[src/rtl/wb_pkg.sv]
// Shared encodings for the write-back stage: result source selects and load formats.
package wb_pkg;

  typedef enum logic [1:0] {
    WB_MEM = 2'b00,
    WB_EX  = 2'b01,
    WB_PC4 = 2'b10,
    WB_CSR = 2'b11
  } wbsel_e;

  typedef enum logic [2:0] {
    F3_LB  = 3'b000,
    F3_LH  = 3'b001,
    F3_LW  = 3'b010,
    F3_LD  = 3'b011,
    F3_LBU = 3'b100,
    F3_LHU = 3'b101
  } load_f3_e;

endpackage

[src/rtl/wb_stage_if.sv]
// Write-back stage bus: upstream valid/ready handshake, operands, and register-file/forwarding outputs.
interface wb_stage_if #(
  parameter int XLEN = 32,
  parameter int RETW = 64
);
  logic            in_valid;
  logic            in_ready;
  logic            flush;
  logic [1:0]      WBSel;
  logic [XLEN-1:0] PC;
  logic [XLEN-1:0] data_from_EX;
  logic [XLEN-1:0] data_from_MEM;
  logic [XLEN-1:0] data_from_CSR;
  logic [2:0]      funct3;
  logic [2:0]      addr_lo;
  logic [4:0]      rd_in;
  logic            rd_we_in;
  logic            stall;
  logic            rd_we;
  logic [4:0]      rd_addr;
  logic [XLEN-1:0] rd_data;
  logic            fwd_valid;
  logic [4:0]      fwd_rd;
  logic [XLEN-1:0] fwd_data;
  logic [RETW-1:0] instret;

  modport master (
    output in_valid, flush, WBSel, PC, data_from_EX, data_from_MEM, data_from_CSR,
           funct3, addr_lo, rd_in, rd_we_in, stall,
    input  in_ready, rd_we, rd_addr, rd_data, fwd_valid, fwd_rd, fwd_data, instret
  );

  modport slave (
    input  in_valid, flush, WBSel, PC, data_from_EX, data_from_MEM, data_from_CSR,
           funct3, addr_lo, rd_in, rd_we_in, stall,
    output in_ready, rd_we, rd_addr, rd_data, fwd_valid, fwd_rd, fwd_data, instret
  );
endinterface

[src/rtl/load_align.sv]
// Load formatter: picks byte/half/word/double at the load offset and sign- or zero-extends it.
// Purely combinational; offsets beyond the datapath width wrap onto the available lanes.
module load_align
  import wb_pkg::*;
#(
  parameter int XLEN = 32
) (
  input  logic [XLEN-1:0] i_data,
  input  logic [2:0]      i_funct3,
  input  logic [2:0]      i_addr_lo,
  output logic [XLEN-1:0] o_data
);

  logic [63:0] w_d64;
  logic [2:0]  w_off;
  logic [7:0]  w_b;
  logic [15:0] w_h;
  logic [31:0] w_w;
  logic [63:0] w_ext;

  assign w_d64 = 64'(i_data);
  // Misaligned offsets simply lose their low bits through the lane slicing below.
  assign w_off = i_addr_lo & 3'(XLEN / 8 - 1);
  assign w_b   = w_d64[{w_off, 3'b000} +: 8];
  assign w_h   = w_d64[{w_off[2:1], 4'b0000} +: 16];
  assign w_w   = w_d64[{w_off[2], 5'b00000} +: 32];

  always_comb begin
    w_ext = '0;
    case (load_f3_e'(i_funct3))
      F3_LB:   w_ext = {{56{w_b[7]}}, w_b};
      F3_LBU:  w_ext = {56'd0, w_b};
      F3_LH:   w_ext = {{48{w_h[15]}}, w_h};
      F3_LHU:  w_ext = {48'd0, w_h};
      F3_LW:   w_ext = {{32{w_w[31]}}, w_w};
      F3_LD:   if (XLEN == 64) w_ext = w_d64;
      default: w_ext = '0;
    endcase
  end

  assign o_data = w_ext[XLEN-1:0];

endmodule

[src/rtl/wb_stage.sv]
// Write-back stage: selects/formats the result and holds it for one register-file write.
// Latency 1 cycle accept->rd_*; a held instruction under stall deasserts in_ready until it leaves.
module wb_stage
  import wb_pkg::*;
#(
  parameter int XLEN = 32,
  parameter int RETW = 64
) (
  input logic        clk,
  input logic        rst_n,
  wb_stage_if.slave  bus
);

  logic            r_held_valid;
  logic            r_held_we;
  logic [4:0]      r_rd_addr;
  logic [XLEN-1:0] r_rd_data;
  logic [RETW-1:0] r_instret;

  logic            w_in_ready;
  logic            w_accept;
  logic            w_wr_req;
  logic [XLEN-1:0] w_load;
  logic [XLEN-1:0] w_result;

  load_align #(.XLEN(XLEN)) u_load_align (
    .i_data    (bus.data_from_MEM),
    .i_funct3  (bus.funct3),
    .i_addr_lo (bus.addr_lo),
    .o_data    (w_load)
  );

  always_comb begin
    w_result = '0;
    case (wbsel_e'(bus.WBSel))
      WB_MEM: w_result = w_load;
      WB_EX:  w_result = bus.data_from_EX;
      WB_PC4: w_result = bus.PC + XLEN'(4);
      WB_CSR: w_result = bus.data_from_CSR;
      default: w_result = '0;
    endcase
  end

  assign w_in_ready = !bus.stall || !r_held_valid;
  assign w_accept   = bus.in_valid && w_in_ready;
  // Writes to x0 are dropped here so neither the register file nor forwarding sees them.
  assign w_wr_req   = r_held_valid && r_held_we && (r_rd_addr != 5'd0);

  always_ff @(posedge clk) begin
    if (!rst_n) begin
      r_held_valid <= 1'b0;
      r_held_we    <= 1'b0;
      r_rd_addr    <= '0;
      r_rd_data    <= '0;
      r_instret    <= '0;
    end else if (bus.flush) begin
      r_held_valid <= 1'b0;
    end else begin
      if (r_held_valid && !bus.stall) r_instret <= r_instret + RETW'(1);
      if (w_accept) begin
        r_held_valid <= 1'b1;
        r_held_we    <= bus.rd_we_in;
        r_rd_addr    <= bus.rd_in;
        r_rd_data    <= w_result;
      end else if (!bus.stall) begin
        r_held_valid <= 1'b0;
      end
    end
  end

  assign bus.in_ready  = w_in_ready;
  assign bus.rd_we     = w_wr_req && !bus.stall;
  assign bus.rd_addr   = r_rd_addr;
  assign bus.rd_data   = r_rd_data;
  assign bus.fwd_valid = w_wr_req;
  assign bus.fwd_rd    = r_rd_addr;
  assign bus.fwd_data  = r_rd_data;
  assign bus.instret   = r_instret;

endmodule
[src/flat_wrapper.sv]
// flat-port wrapper written by rule: the top's interface ports become plain ports
module wb_stage_flat import wb_pkg::*;
#(
  parameter int XLEN = 32,
  parameter int RETW = 64
)
  (clk, rst_n, bus_in_valid, bus_flush, bus_WBSel, bus_PC, bus_data_from_EX, bus_data_from_MEM, bus_data_from_CSR, bus_funct3, bus_addr_lo, bus_rd_in, bus_rd_we_in, bus_stall, bus_in_ready, bus_rd_we, bus_rd_addr, bus_rd_data, bus_fwd_valid, bus_fwd_rd, bus_fwd_data, bus_instret);
  wb_stage_if #(.XLEN(XLEN), .RETW(RETW)) bus_i ();
  input logic clk;
  input logic rst_n;
  input wire logic [$bits(bus_i.in_valid)-1:0] bus_in_valid;
  input wire logic [$bits(bus_i.flush)-1:0] bus_flush;
  input wire logic [$bits(bus_i.WBSel)-1:0] bus_WBSel;
  input wire logic [$bits(bus_i.PC)-1:0] bus_PC;
  input wire logic [$bits(bus_i.data_from_EX)-1:0] bus_data_from_EX;
  input wire logic [$bits(bus_i.data_from_MEM)-1:0] bus_data_from_MEM;
  input wire logic [$bits(bus_i.data_from_CSR)-1:0] bus_data_from_CSR;
  input wire logic [$bits(bus_i.funct3)-1:0] bus_funct3;
  input wire logic [$bits(bus_i.addr_lo)-1:0] bus_addr_lo;
  input wire logic [$bits(bus_i.rd_in)-1:0] bus_rd_in;
  input wire logic [$bits(bus_i.rd_we_in)-1:0] bus_rd_we_in;
  input wire logic [$bits(bus_i.stall)-1:0] bus_stall;
  output wire logic [$bits(bus_i.in_ready)-1:0] bus_in_ready;
  output wire logic [$bits(bus_i.rd_we)-1:0] bus_rd_we;
  output wire logic [$bits(bus_i.rd_addr)-1:0] bus_rd_addr;
  output wire logic [$bits(bus_i.rd_data)-1:0] bus_rd_data;
  output wire logic [$bits(bus_i.fwd_valid)-1:0] bus_fwd_valid;
  output wire logic [$bits(bus_i.fwd_rd)-1:0] bus_fwd_rd;
  output wire logic [$bits(bus_i.fwd_data)-1:0] bus_fwd_data;
  output wire logic [$bits(bus_i.instret)-1:0] bus_instret;
  assign bus_i.in_valid = bus_in_valid;
  assign bus_i.flush = bus_flush;
  assign bus_i.WBSel = bus_WBSel;
  assign bus_i.PC = bus_PC;
  assign bus_i.data_from_EX = bus_data_from_EX;
  assign bus_i.data_from_MEM = bus_data_from_MEM;
  assign bus_i.data_from_CSR = bus_data_from_CSR;
  assign bus_i.funct3 = bus_funct3;
  assign bus_i.addr_lo = bus_addr_lo;
  assign bus_i.rd_in = bus_rd_in;
  assign bus_i.rd_we_in = bus_rd_we_in;
  assign bus_i.stall = bus_stall;
  assign bus_in_ready = bus_i.in_ready;
  assign bus_rd_we = bus_i.rd_we;
  assign bus_rd_addr = bus_i.rd_addr;
  assign bus_rd_data = bus_i.rd_data;
  assign bus_fwd_valid = bus_i.fwd_valid;
  assign bus_fwd_rd = bus_i.fwd_rd;
  assign bus_fwd_data = bus_i.fwd_data;
  assign bus_instret = bus_i.instret;
  wb_stage #(.XLEN(XLEN), .RETW(RETW)) u_core (.clk(clk), .rst_n(rst_n), .bus(bus_i));
endmodule
[config.mk]
export PLATFORM = sky130hd
export DESIGN_NAME = wb_stage_flat
export DESIGN_NICKNAME = d
export VERILOG_FILES = /design/src/rtl/wb_pkg.sv /design/src/rtl/wb_stage_if.sv /design/src/rtl/load_align.sv /design/src/rtl/wb_stage.sv /design/src/flat_wrapper.sv
export SDC_FILE = /design/constraint.sdc
export NUM_CORES = 1
export LEC_CHECK = 0
export CAP_MARGIN = 20
export CORE_MARGIN = 1
export CORE_UTILIZATION = 43
export CTS_CLUSTER_DIAMETER = 120
export CTS_CLUSTER_SIZE = 14
export DETAILED_ROUTE_END_ITERATION = 6
export PLACE_DENSITY = 0.81
export SKIP_LAST_GASP = 1
export SLEW_MARGIN = 30
export SYNTH_ARGS = -nofsm -noshare
export SYNTH_HDL_FRONTEND = slang
export SYNTH_SLANG_ARGS = --single-unit
[constraint.sdc]
create_clock -name clk -period 2.7 [get_ports clk]
set_input_delay 0.675 -clock clk [delete_from_list [all_inputs] [get_ports clk]]
set_output_delay 0.675 -clock clk [all_outputs]
set_load 0.02 [all_outputs]
==> flow_summary_export.csv <==
group,metric,value,unit
outcome,outcome,"completed",
worst_setup_path,path_class,"register to output pin",
finish,area_delta_synth_final,52.69,%
finish,multi_input_area,4068,um^2
drt,top_layer,"met4",
finish,stdcell_count,1294,
clock_network,htree_num_levels,3,
drt,via_per_inst,5.864,
worst_setup_path,worstPathRequired,2030,ps
global_routing,grt_pass1_wl,37860,um
sta,setup_viol,0,
logic_synthesis,synth_warnings,0,
worst_setup_path,arrival,1960,ps
placed_design,placed_cells,1278,
clock_network,clk-insertion-delay-late,360,ps
clock_network,cts_tree,"done",
logic_synthesis,syn_inst,820,
floorplanning,pin_count,288,
floorplanning,core_area,15150,um^2
drt,vias,7588,
power,ir_worst_vdd,0.0003994,V
floorplanning,dieHeight,126.5,um
drt,wl_met3,1793,um
drt,detail-route-antenna-nets,0,
finish,num-fill-cells,1260,
drt,wl_met1,9674,um
clock_network,clock-root-buffer,"clkbuf_16",
power,p_leak,3.542,nW
min_path,hold_end,"u_core.bus.instret[63]",
clock_network,cts_sinks,103,
worst_setup_path,worstReg2RegEnd,"u_core.bus.instret[61]",
drt,drc_errors,0,
logic_synthesis,syn_area_per_cell,8.134,um^2
finish,antenna_cells,0,
worst_setup_path,timing.rr.start,"u_core.bus.instret[33]",
min_path,worstHoldPathCells,2,
worst_setup_path,start_kind,"register",
logic_synthesis,syn_nets,969,
finish,drive_gt1_frac,0.1347,
power,p_per_area,376.7,nW/um^2
worst_setup_path,end_kind,"output pin",
logic_synthesis,ys_seq_elements,103,
sta,fin_hold_ws,478.0,ps
floorplanning,die_w,126.5,um
logic_synthesis,ys.flop_type,"dfxtp_1",
logic_synthesis,async_reset_ff_frac,0,
clock_network,cts.reportedPaths.clkPinSlew,70,ps
drt,wl_met2,11810,um
sta,tns,0,ps
global_routing,grt_max_degree,46,
sta,hold_viol_final,0,
global_routing,first_global_vias,7191,
sta,fin_crit_sh,0.9763,
finish,final_nets,1250,
job,drv_cap,0,
floorplanning,start_util,0.4404,
sta,grt_setup_unrepaired,"no",
logic_synthesis,syn_area,6670,um^2
global_routing,grt_use_total,0.3012,
sta,tightest_slew,879.3,ps
logic_synthesis,synth_edf_count,0,
placed_design,dpl-instance-area,9882,um^2
sta,max_freq,379.4,MHz
clock_network,cts_buffer_depth,2,
clock_network,hold_buffers,0,
finish,design_area,10180,um^2
sta,finClkSkew,11.91,ps
drt,first_iter_violations,611,
sta,final-max-slew-violation-count,0,
worst_setup_path,r2r_cells,5,
logic_synthesis,synth-seq-area-share,0.3091,
placed_design,gp_congestion,0.9469,
clock_network,cts_buffers,9,
drt,drt-total-wl,24150,um
worst_setup_path,r2r_slack,490,ps
sta,fin_crit,2636,ps
drt,first_pass_iters,7,
min_path,min_from,"u_core.bus.instret[63]",
worst_setup_path,worstPathMaxFanout,4,
placed_design,dp_hpwl,18780,um
finish,regArea,2062,um^2
floorplanning,num_rows,45,
sta,slew_headroom,0.4074,
global_routing,grt_antenna_before_repair,0,
finish,post-route-util,0.6724,
logic_synthesis,ys_types,61,
drt,wire_per_inst,18.66,um
placed_design,port_buffers,286,
min_path,hp-class,"register to register",
floorplanning,dieArea,16010,um^2
global_routing,overflow,0,
## through the flow
step | total power [mW] | setup WS [ps]
floorplan | 2.019 | 290.3
global placement | 2.496 | -206.1
detailed placement | 2.505 | -238.8
CTS | 3.846 | 37.59
global route | 3.982 | 11.50
finish | 3.837 | 64.04
## logic make-up after synthesis
group | count (synthesis) | synth area share
flops | 103 | 0.3091
simple gates | 291 | 0.2529
fa+ha+maj | 2 | 0.003751
buf+inv | 102 | 0.08141
xor+xnor | 37 | 0.04858
mux | 47 | 0.07991
compound gates | 238 | 0.2243
## worst max path at each step
stage	start	endpoint	slack, ps	depth (start not counted)
finish	u_core.bus.fwd_rd[0]	bus_fwd_valid	60	3
global route	u_core.bus.fwd_rd[0]	bus_fwd_valid	10	3
CTS	u_core.bus.fwd_rd[0]	bus_fwd_valid	40	3
global placement	bus_PC[2]	u_core.bus.fwd_data[20]	-210	8
detailed placement	bus_PC[2]	u_core.bus.fwd_data[20]	-240	8
floorplan	bus_stall	u_core.bus.instret[19]	290	6
## synth_stat cells, types with 22 or more instances
master,n,share of area
a221oi_1,24,0.032
a21oi_1,68,0.051
or3_1,23,0.022
nor2_1,38,0.021
nand2_1,62,0.035
buf_4,37,0.042
mux2_2,40,0.068
clkbuf_1,43,0.024
nand3_1,40,0.030
dfxtp_1,103,0.31
o21ai_0,70,0.053
xnor2_1,22,0.029
## cells in the final DEF (no fill, tap or decap), types with 5 or more instances in the layout
| cell type | instances |
|---|---|
| o21ai_0 | 70 |
| buf_4 | 71 |
| xor2_1 | 15 |
| clkdlybuf4s50_1 | 284 |
| clkbuf_16 | 9 |
| nand2b_1 | 5 |
| or4_1 | 17 |
| and3_1 | 10 |
| a221oi_1 | 24 |
| mux2i_1 | 6 |
| nor2_1 | 38 |
| dfxtp_1 | 103 |
| nand3_1 | 40 |
| a21oi_1 | 68 |
| mux2_2 | 40 |
| nor4_1 | 13 |
| or3_1 | 23 |
| nand2_1 | 62 |
| a31oi_1 | 7 |
| nand4_1 | 19 |
| inv_1 | 10 |
| o31ai_1 | 13 |
| xnor2_1 | 22 |
| o31a_1 | 8 |
| nor3_1 | 17 |
| and4_1 | 19 |
| a21o_1 | 12 |
| a22oi_1 | 13 |
## final cells by class
| cell class | instances | area share |
|---|---|---|
| tap | 188 | 0.02310 |
| clock inverter | 6 | 0.006511 |
| inverter | 11 | 0.004054 |
| multi-input combinational | 615 | 0.3994 |
| sequential | 103 | 0.2025 |
| timing repair buffer | 361 | 0.3410 |
| clock buffer | 10 | 0.02346 |
## worst max-delay path: stages, from the launching register on
cell and delay [ps]:
dfxtp_1 340, or3_1 370, o311a_2 350, clkdlybuf4s50_1 540
## power breakdown
group	internal (mW)	leakage [nW]	switching (mW)
Sequential	1.56	0.836	0.0399
Combinational	0.481	2.55	0.400
Clock	0.750	0.153	0.609
Total	2.79	3.54	1.05
## routing by layer
metal / up-vias / GRT usage
met4: 0 / 0.1254
met1: 3567 / 0.3588
met5: - / 0
met3: 52 / 0.07128
met2: 346 / 0.5193
li1: 3623 / -
## repair_timing
action	4_1_cts	5_1_grt
resized for setup	2	0
endpoints found under the setup margin	2	0
buffers inserted	0	0
## registers in the layout, indices dropped and copies added (netlist names)
name,count
u_core.bus.fwd_data,32
u_core.bus.fwd_rd,5
u_core.bus.instret,64
u_core.r_held_valid,1
u_core.r_held_we,1
(Power assumes the default switching activity.)
==> variant 1 (same settings) <==
`XLEN` is set to 32 in 4 places; all go to 28.
--- a/src/rtl/wb_stage_if.sv
+++ b/src/rtl/wb_stage_if.sv
@@ -1,5 +1,5 @@
 // Write-back stage bus: upstream valid/ready handshake, operands, and register-file/forwarding outputs.
 interface wb_stage_if #(
-  parameter int XLEN = 32,
+  parameter int XLEN = 28,
   parameter int RETW = 64
 );
--- a/src/rtl/load_align.sv
+++ b/src/rtl/load_align.sv
@@ -4,5 +4,5 @@
   import wb_pkg::*;
 #(
-  parameter int XLEN = 32
+  parameter int XLEN = 28
 ) (
   input  logic [XLEN-1:0] i_data,
--- a/src/rtl/wb_stage.sv
+++ b/src/rtl/wb_stage.sv
@@ -4,5 +4,5 @@
   import wb_pkg::*;
 #(
-  parameter int XLEN = 32,
+  parameter int XLEN = 28,
   parameter int RETW = 64
 ) (
--- a/src/flat_wrapper.sv
+++ b/src/flat_wrapper.sv
@@ -2,5 +2,5 @@
 module wb_stage_flat import wb_pkg::*;
 #(
-  parameter int XLEN = 32,
+  parameter int XLEN = 28,
   parameter int RETW = 64
 )
Ports: changed (6 resized); port bits go from 288 to 264. No check against the original RTL was run, so the function may have changed too.
==> variant 1 against the unedited design <==
Clock power is 9% lower; power shrank 7.9%; critical path depth is 3 higher; sequential cell count fell by 4; worst setup slack got worse by 0.060 ns; clock skew is 0.0021 ns lower; synthesized area decreased by 7.9%; register-to-register slack worse by 0.37 ns; wire length decreased by 7.6%; design area is 7.1% lower; sequential power shrank 4%; critical endpoint is now u_core.bus.instret[51]; largest cell class unchanged; highest routed layer unchanged.
==> variant 1: results (changes against the unedited design) <==
The post-synthesis sequential area ratio is 32.3% (+1.3 points). The commonest cells after synthesis are sky130_fd_sc_hd__dfxtp_1, sky130_fd_sc_hd__nand2_1, sky130_fd_sc_hd__a21oi_1, sky130_fd_sc_hd__o21ai_0, sky130_fd_sc_hd__clkbuf_1. The number of buffer cells added on primary ports is 261 (-8.7%).

The relative slew slack is 58.1% (+17 points). The HPWL after detailed placement came out at 17100 um (-9.1%). The startpoint of the tightest hold check path is u_core.r_held_we. The placed cell count came out at 1220 (-4.5%). The clock group power came out at 1.24 mW (-9%). The number of library cell types mapped by synthesis was 54 (-11%). The cell family contributing the most delay on the critical path is simple AND/OR/NAND/NOR gates. The end of the worst hold path is u_core.r_held_we. The static leakage power is 3.22 nW (-9.1%).

The data arrival time of the worst path is 2.98 ns (+1.02 ns). The net count after synthesis came out at 933 (-3.7%). The flow ran to the end, and the final reports show no timing, DRC or antenna violations.

The path depth of the worst reg2reg path came to 6 (+1). The top fanout value on the critical path came out at 7 (+3). The final worst clock skew is 0.00982 ns (-0.00209 ns).

The global-route wire length before repair came out at 34900 um (-7.7%). The proportion of layout cells with a drive suffix above 1 came to 11.9% (-1.6 points). The maximum number of pins on one net before global-route repair is 42 (-8.7%).

The cell with the largest stage delay on the worst path is sky130_fd_sc_hd__or4_4. Tracing the worst setup path back leads to its startpoint at bus_flush. The placement-stage cell area came to 0.00911 mm^2 (-7.9%). Yosys attributes the largest share of cell area to sky130_fd_sc_hd__dfxtp_1, sky130_fd_sc_hd__a21oi_1, sky130_fd_sc_hd__o21ai_0, sky130_fd_sc_hd__nand2_1, sky130_fd_sc_hd__xnor2_1.

The mean number of vias per cell is 5.85 (-0.26%). The average wire per cell in the routed design came out at 18.0 um (-3.6%). The internal reg-to-reg setup slack came out at 0.12 ns (-0.37 ns).
## variant 1: changes by cell type in the layout (fill, tap and decap cells not counted), sizes merged, moves of 7 or more
| cell | delta |
|---|---|
| nor3 | +16 |
| xnor2 | +7 |
| a21oi | +10 |
| mux2i | +14 |
| nand2 | +24 |
| nand3 | -11 |
| and4 | -10 |
| mux2 | -19 |
| a221oi | -19 |
| a22oi | -9 |
| a21o | -10 |
| clkdlybuf4s50 | -26 |
## variant 1: layer usage
| metal | global-route usage, % | vias to the layer above | part of all wire (%) |
|---|---|---|---|
| li1 | - | 3423 | - |
| met1 | 38.9 | 3392 | 41 |
| met2 | 49.4 | 372 | 47 |
| met3 | 5.01 | 71 | 7.6 |
| met4 | 13.4 | 0 | 3.8 |
| met5 | 0 | - | 0 |
## variant 1: cells by family (layout without fill, tap and decap cells)
logic type	Yosys count	after routing	share of synthesized area, %
adders and majority gates	2	2	0.407
buffers and inverters	103	363	8.39
muxes	41	41	7.11
and+or+nand+nor	310	311	26.6
AOI/OAI and AO/OA	205	205	19.6
DFF	99	99	32.3
xor gates and xnor gates	40	40	5.70
## variant 1: per-stage QoR
step | util [%] | setup slack [ns] | total power [mW]
CTS | 67.5 | -0.0713 | 3.53
detailed placement | 65.3 | -0.507 | 2.32
finish | 67.9 | 0.00383 | 3.53
global route | 67.9 | -0.0443 | 3.65
floorplan | - | -0.0441 | 1.89
global placement | 65.3 | -0.465 | 2.30
## variant 1: area by class of cell
type | count | area (um^2) | share of cell area (%)
clock buffers | 10 | 229 | 2.42
clock inverters | 6 | 48.8 | 0.516
inverters | 15 | 56.3 | 0.595
multi-input cells | 599 | 3700 | 39.1
flip-flops and latches | 99 | 1980 | 20.9
well taps | 180 | 225 | 2.38
repair buffers | 332 | 3220 | 34.1
==> variant 2 (config.mk and constraints unchanged) <==
Without the edit above. Remove the case item `WB_PC4` of the case on `wbsel_e'(bus.WBSel)`.
--- a/src/rtl/wb_stage.sv
+++ b/src/rtl/wb_stage.sv
@@ -36,5 +36,4 @@
       WB_MEM: w_result = w_load;
       WB_EX:  w_result = bus.data_from_EX;
-      WB_PC4: w_result = bus.PC + XLEN'(4);
       WB_CSR: w_result = bus.data_from_CSR;
       default: w_result = '0;
Check against the original RTL: not equivalent (Yosys sat finds a counterexample within 4 cycles, from zero or initial values and one cycle with rst_n low).
==> variant 2 against the unedited design <==
Wire length shrank 18%; worst setup slack gained 0.042 ns; first-iteration DRC count shrank 5.6%; power shrank 11%; synthesized area shrank 10%; design area shrank 11%; sequential cell count is the same; global-route usage shrank 3.0 points; final cell count shrank 11%; largest cell class unchanged.
==> variant 2: results (changes against the unedited design) <==
The post-synthesis cell count came out at 729 (-11%). The sequential logic power is 1.56 mW (-3%). The total detailed-routing wirelength came out at 19700 um (-18%). The number of DRC markers after the initial detailed-route iteration came out at 577 (-5.6%). The HPWL after detailed placement is 14800 um (-21%). The compound-gate portion of the synthesized area came out at 17.9% (-4.6 points). The number of global-route vias before repair came to 5983 (-17%).

The static leakage power is 3.21 nW (-9.5%). The arithmetic-cell share of the synthesized area counting full adders, half adders and majority gates is 0.209% (-0.17 points). The net count after synthesis came out at 877 (-9.5%). The path depth of the worst reg2reg path was 6 (+1). The post-cts resize count came out at 1 (-1). Sorting the synthesized cells by area gives the leading types as sky130_fd_sc_hd__dfxtp_1, sky130_fd_sc_hd__a21oi_1, sky130_fd_sc_hd__mux2i_1, sky130_fd_sc_hd__buf_4, sky130_fd_sc_hd__and2_1. The portion of netlist area occupied by mux cells came out at 10.3% (+2.3 points). The post-synthesis sequential area ratio is 34.4% (+3.5 points).

The placed cell count is 1133 (-11%). The maximum number of pins on one net before global-route repair is 73 (+59%). The proportion of layout cells with a drive suffix above 1 came out at 10.7% (-2.8 points). The number of buffer cells added on primary ports is 254 (-11%). After synthesis, the most frequently instantiated cells are sky130_fd_sc_hd__dfxtp_1, sky130_fd_sc_hd__a21oi_1, sky130_fd_sc_hd__nand2_1, sky130_fd_sc_hd__nor2_1, sky130_fd_sc_hd__o21ai_0. The via count of the routed design was 6413 (-15%). The delay of the slowest cell on the worst path was 0.62 ns (+0.08 ns). The area share of xor/xnor cells in the synthesized design came out at 3.65% (-1.2 points). The switching power of the nets is 0.891 mW (-15%). The number of iterations in the first detailed-routing pass is 5 (-2). The actual slew at the worst max-slew pin was 0.961 ns (+0.0818 ns). The power drawn by the combinational cells came to 0.584 mW (-34%). The data arrival time of the worst path is 1.92 ns (-0.04 ns). The run finished with clean final reports. The overall fraction of global-route tracks in use came to 27.1% (-3.0 points). The pre-CTS setup slack came out at -0.169 ns (+0.0696 ns). The number of library cell types mapped by synthesis is 52 (-15%). The global-route wire length before repair came out at 31100 um (-18%).
[variant 2: cell count changes after synthesis, moves of 9 or more]
cell | before | now
sky130_fd_sc_hd__clkbuf_1 | 43 | 31
sky130_fd_sc_hd__and2_1 | 4 | 39
sky130_fd_sc_hd__and4_1 | 19 | 5
sky130_fd_sc_hd__o221ai_1 | 0 | 9
sky130_fd_sc_hd__nand2_1 | 62 | 50
sky130_fd_sc_hd__nor2_1 | 38 | 50
sky130_fd_sc_hd__o21ai_0 | 70 | 45
sky130_fd_sc_hd__mux2_2 | 40 | 20
sky130_fd_sc_hd__a21o_1 | 12 | 0
sky130_fd_sc_hd__a22oi_1 | 13 | 0
sky130_fd_sc_hd__mux2i_1 | 6 | 37
sky130_fd_sc_hd__a221oi_1 | 24 | 8
sky130_fd_sc_hd__nand3_1 | 40 | 21
[variant 2: layout make-up]
class                   instances  area (um^2)
fillers                      1126         4370
clock inverters                 6         48.8
well taps                     176          220
clock buffers                  10          239
flip-flops and latches        103         2060
inverters                      14         52.6
repair buffers                304         2950
multi-input cells             536         3460
[variant 2: final timing paths]
check | start | end | slack (ns)
hold / removal | u_core.bus.instret[63] | u_core.bus.instret[63] | 0.51
setup / recovery | bus_stall | bus_in_ready | 0.11
setup reg to reg | u_core.bus.instret[15] | u_core.bus.instret[63] | 0.37
hold reg to reg | u_core.bus.instret[63] | u_core.bus.instret[63] | 0.51
[variant 2: critical path: cells and delay by family]
| family | cells | cell delay, ns |
|---|---|---|
| buffers and inverters | 2 | 1.11 |
| AND/OR/NAND/NOR | 1 | 0.13 |
[variant 2: routing by layer]
layer / share of wire [%] / track usage (%) / wire length [um]
met1: 45 / 36.5 / 8940
met2: 45 / 43.6 / 8950
met3: 6.5 / 4.23 / 1290
met4: 2.6 / 10.0 / 514
met5: 0 / 0 / 0
